File: config.mk
export PLATFORM = sky130hd
export DESIGN_NAME = gf256_xinv_iter_flat
export DESIGN_NICKNAME = d
export VERILOG_FILES = /design/src/rtl/gf256_xinv_iter_if.sv /design/src/rtl/gf256_xinv_iter.sv /design/src/flat_wrapper.sv
export SDC_FILE = /design/constraint.sdc
export NUM_CORES = 1
export LEC_CHECK = 0
export ABC_CLOCK_PERIOD_IN_PS = 1830
export BUFFER_PORTS_ARGS = -buffer_cell sky130_fd_sc_hd__buf_2
export CORE_MARGIN = 4
export CORE_UTILIZATION = 48
export DETAILED_ROUTE_END_ITERATION = 12
export GPL_TIMING_DRIVEN = 0
export PLACE_DENSITY = 0.77
export SKIP_CTS_REPAIR_TIMING = 1
export SKIP_LAST_GASP = 1
export SLEW_MARGIN = 20
export SYNTH_ARGS = -nofsm -noshare
export SYNTH_HDL_FRONTEND = slang
export SYNTH_SLANG_ARGS = --single-unit
export TNS_END_PERCENT = 50
File: constraint.sdc
create_clock -name clk -period 1.83 [get_ports clk]
set_input_delay 0.183 -clock clk [delete_from_list [all_inputs] [get_ports clk]]
set_output_delay 0.183 -clock clk [all_outputs]
set_load 0.05 [all_outputs]
File: src/rtl/gf256_xinv_iter_if.sv
// Handshake bundle for gf256_xinv_iter: byte/count request side and result side.
// The master modport drives requests and accepts results; the slave modport is the block itself.
interface gf256_xinv_iter_if #(
  parameter int CNT_W = 4
);
  logic             in_valid;
  logic             in_ready;
  logic [7:0]       in_data;
  logic [CNT_W-1:0] in_shift;
  logic             out_valid;
  logic             out_ready;
  logic [7:0]       out_data;

  modport master (
    output in_valid, in_data, in_shift, out_ready,
    input  in_ready, out_valid, out_data
  );

  modport slave (
    input  in_valid, in_data, in_shift, out_ready,
    output in_ready, out_valid, out_data
  );
endinterface

File: src/rtl/gf256_xinv_iter.sv
// Divides a byte by x^k in GF(2^8) (poly 0x11B), one x^-1 step per clock; result k+1 cycles after accept.
// Holds the result in DONE until out_ready; new input is only taken in IDLE, independent of out_ready.
module gf256_xinv_iter #(
  parameter int         CNT_W    = 4,
  parameter logic [7:0] POLY_INV = 8'h8D
) (
  input  logic              clk,
  input  logic              rst_n,
  gf256_xinv_iter_if.slave  bus,
  output logic              busy
);

  typedef enum logic [1:0] {
    IDLE = 2'b00,
    RUN  = 2'b01,
    DONE = 2'b10
  } state_t;

  state_t           state_q;
  state_t           state_d;
  logic [7:0]       data_q;
  logic [CNT_W-1:0] cnt_q;

  // Undoes one xtime: a set LSB means 0x11B was folded in, so shift it back out.
  function automatic logic [7:0] xinv(input logic [7:0] d);
    return {1'b0, d[7:1]} ^ (d[0] ? POLY_INV : 8'h00);
  endfunction

  always_ff @(posedge clk or negedge rst_n) begin
    if (!rst_n) begin
      state_q <= IDLE;
    end else begin
      state_q <= state_d;
    end
  end

  always_comb begin
    state_d = IDLE;
    case (state_q)
      IDLE: begin
        if (bus.in_valid) begin
          state_d = (bus.in_shift == '0) ? DONE : RUN;
        end else begin
          state_d = IDLE;
        end
      end
      RUN: begin
        state_d = (cnt_q == CNT_W'(1)) ? DONE : RUN;
      end
      DONE: begin
        state_d = bus.out_ready ? IDLE : DONE;
      end
      default: begin
        state_d = IDLE;
      end
    endcase
  end

  always_comb begin
    bus.in_ready  = (state_q == IDLE);
    bus.out_valid = (state_q == DONE);
    busy          = (state_q == RUN) || (state_q == DONE);
  end

  // RUN is only entered with a non-zero count, so the decrement cannot wrap.
  always_ff @(posedge clk or negedge rst_n) begin
    if (!rst_n) begin
      data_q <= 8'h00;
      cnt_q  <= '0;
    end else if ((state_q == IDLE) && bus.in_valid) begin
      data_q <= bus.in_data;
      cnt_q  <= bus.in_shift;
    end else if (state_q == RUN) begin
      data_q <= xinv(data_q);
      cnt_q  <= cnt_q - CNT_W'(1);
    end
  end

  assign bus.out_data = data_q;

endmodule

File: src/flat_wrapper.sv
// flat-port wrapper written by rule: the top's interface ports become plain ports
module gf256_xinv_iter_flat 
#(
  parameter int         CNT_W    = 4,
  parameter logic [7:0] POLY_INV = 8'h8D
)
  (clk, rst_n, busy, bus_in_valid, bus_in_data, bus_in_shift, bus_out_ready, bus_in_ready, bus_out_valid, bus_out_data);
  gf256_xinv_iter_if #(.CNT_W(CNT_W)) bus_i ();
  input  logic clk;
  input  logic rst_n;
  output logic busy;
  input wire logic [$bits(bus_i.in_valid)-1:0] bus_in_valid;
  input wire logic [$bits(bus_i.in_data)-1:0] bus_in_data;
  input wire logic [$bits(bus_i.in_shift)-1:0] bus_in_shift;
  input wire logic [$bits(bus_i.out_ready)-1:0] bus_out_ready;
  output wire logic [$bits(bus_i.in_ready)-1:0] bus_in_ready;
  output wire logic [$bits(bus_i.out_valid)-1:0] bus_out_valid;
  output wire logic [$bits(bus_i.out_data)-1:0] bus_out_data;
  assign bus_i.in_valid = bus_in_valid;
  assign bus_i.in_data = bus_in_data;
  assign bus_i.in_shift = bus_in_shift;
  assign bus_i.out_ready = bus_out_ready;
  assign bus_in_ready = bus_i.in_ready;
  assign bus_out_valid = bus_i.out_valid;
  assign bus_out_data = bus_i.out_data;
  gf256_xinv_iter #(.CNT_W(CNT_W), .POLY_INV(POLY_INV)) u_core (.clk(clk), .rst_n(rst_n), .bus(bus_i), .busy(busy));
endmodule
==> results_dict.tcl <==
set metrics [dict create \
    worst_pin_slew_ps 424.7 \
    clockBufferDepth 2 \
    met2_length_um 852 \
    place_congestion 0.7868 \
    area.growth.synth_to_final_pct 24.49 \
    rows 14 \
    synth_cell_types 23 \
    critPathArrivalTime_ps 1680 \
    drt-met1-wl_um 739 \
    overflow 0 \
    hp-class "in -> reg" \
    drc_errors 0 \
    avgSynthCellArea_um2 10.28 \
    crit_path_start_kind "flop" \
    cts_tree "done" \
    required_ps 2000 \
    ioPinCount 27 \
    initialDrtViolationCount 2 \
    num_vias 660 \
    diodes 0 \
    routed.top_layer "met4" \
    synth_top_area_share_pct 43.68 \
    io_buffers 26 \
    rsz0062_at_grt "no" \
    min_period_over_period_pct 82.55 \
    wl_per_cell_um 13.56 \
    track_usage_pct 15.09 \
    synth-seq-cells 14 \
    maxCapViolCount 0 \
    cts_root_buf "clkbuf_4" \
    start_util_pct 52.03 \
    place_hpwl_um 1268 \
    clk_pin_slew_ps 90 \
    ys_warn_count 0 \
    wirelength_um 1695 \
    fin_setup_tns_ps 0 \
    grt_pass1_vias 681 \
    fmax_ghz 0.6620 \
    syn_area_um2 802.0 \
    synth.largest_area_cell "dfrtp_1" \
    drive_gt1_share_pct 33.94 \
    path_max_fanout 5 \
    period_needed_ps 1511 \
    worst-setup-path-type "reg -> reg" \
    fp.dieArea_um2 2389 \
    synth_cells 78 \
    skew_ps 5.315 \
    worstSetupEndpointType "flop" \
    cts.sinks 14 \
    via_per_inst 5.280 \
    drt.antenna.violating_nets 0 \
    synth_nets 100 \
    grt_pass1_wl_um 2898 \
    core_um2 1541 \
    setup_violations 0 \
    die_w_um 48.88 \
    htreeDepth 1 \
    grt_max_degree 15 \
    antenna_found_initial 0 \
    cts_inserted_buffers 3 \
    slew_viol_final 0 \
    slew_headroom_pct 71.42 \
    synth.area.top_cells "dfrtp_1 (44%), ha_1 (9.4%), mux2i_1 (8.7%)" \
    first_pass_iters 4 \
    ys_seq_area_share_pct 43.68 \
    hold_viol_final 0 \
    status "complete, no violations" \
    finalNetCount 132 \
    dr_wl_met3_um 85 \
    clk_latency_ps 280 \
    die_y_um 48.88 \
]
flip-flops by register name, summed over array words and instances (netlist names):
signal / flops
u_core.bus.out_data: 8
u_core.cnt_q: 4
u_core.state_q: 2
cell families (layout without fill, tap and decap cells):
logic type	Yosys count	count (layout)	synth area share, %
multiplexers	9	9	11.54
AND/OR/NAND/NOR	20	20	13.26
adder cells (fa/ha/maj)	6	6	9.360
XOR/XNOR	6	6	6.552
flip-flops	14	14	43.68
AO/OA/AOI/OAI	15	15	10.45
buffers and inverters	8	39	5.147
synth_stat cells:
master,instances
dfrtp_1,14
nand2_1,13
o21ai_0,10
mux2i_1,7
ha_1,6
xor2_1,5
inv_1,4
buf_2,3
a21oi_1,2
a21bo_1,1
a21oi_2,1
and2_1,1
buf_6,1
mux2_1,1
mux2_2,1
nand2b_1,1
nand3_1,1
nor2_1,1
nor2b_1,1
nor4_1,1
nor4b_4,1
o21ai_1,1
xnor2_1,1
final cells by class:
| type | count | area (um2) |
|---|---|---|
| clock buffers | 4 | 36.28 |
| well taps | 16 | 20.02 |
| fillers | 142 | 543.0 |
| repair buffers | 27 | 140.1 |
| inverters | 4 | 15.01 |
| multi-input cells | 56 | 410.4 |
| plain buffers | 4 | 26.28 |
| flip-flops and latches | 14 | 350.3 |
worst paths after layout:
check	startpoint	cells after the start	slack, ps	endpoint
min in group asynchronous	rst_n	2	310	u_core.bus.out_data[0]
min	bus_in_data[5]	3	90	u_core.bus.out_data[5]
max in group asynchronous	rst_n	2	1280	u_core.cnt_q[1]
max	u_core.state_q[1]	5	320	u_core.cnt_q[3]
min reg2reg	u_core.cnt_q[3]	3	590	u_core.state_q[1]
max reg2reg	u_core.state_q[1]	5	320	u_core.cnt_q[3]
placed cells by master (no fill, tap or decap):
cell type      count
nand2_1           13
nor2_1             1
nand2b_1           1
a21oi_2            1
o21ai_0           10
mux2_2             1
inv_1              4
nor2b_1            1
nor4b_4            1
nand3_1            1
a21bo_1            1
xnor2_1            1
mux2_1             1
clkbuf_8           1
dfrtp_1           14
mux2i_1            7
clkbuf_4           3
buf_2             29
ha_1               6
o21ai_1            1
and2_1             1
buf_6              1
a21oi_1            2
nor4_1             1
dlygate4sd3_1      1
xor2_1             5
stage by stage:
step	utilization, %	setup slack, ps	cell area, um2	std cells	hold slack (ps)
after floorplan	-	150.7	802.0	78	-112.6
after global placement	61.77	369.1	952.2	120	97.93
after detailed placement	61.77	339.5	952.2	120	95.44
after CTS	64.12	310.6	988.4	124	-215.6
after global routing	64.77	239.7	998.5	125	98.40
final	64.77	319.4	998.5	125	92.11
critical path, stage by stage (launching register included):
cell,delay (ps)
dfrtp_1,400
inv_1,80
ha_1,280
nor4b_4,250
xor2_1,90
mux2_1,280
per-layer routing:
layer  vias up  track usage, %
li1        321               -
met1       318           18.11
met2        17           26.96
met3         4           2.141
met4         0           5.381
met5         -               0
Power is left out: the tool's default activity adds up to more than one toggle a clock period on the data nets, which glitch-free logic cannot reach.
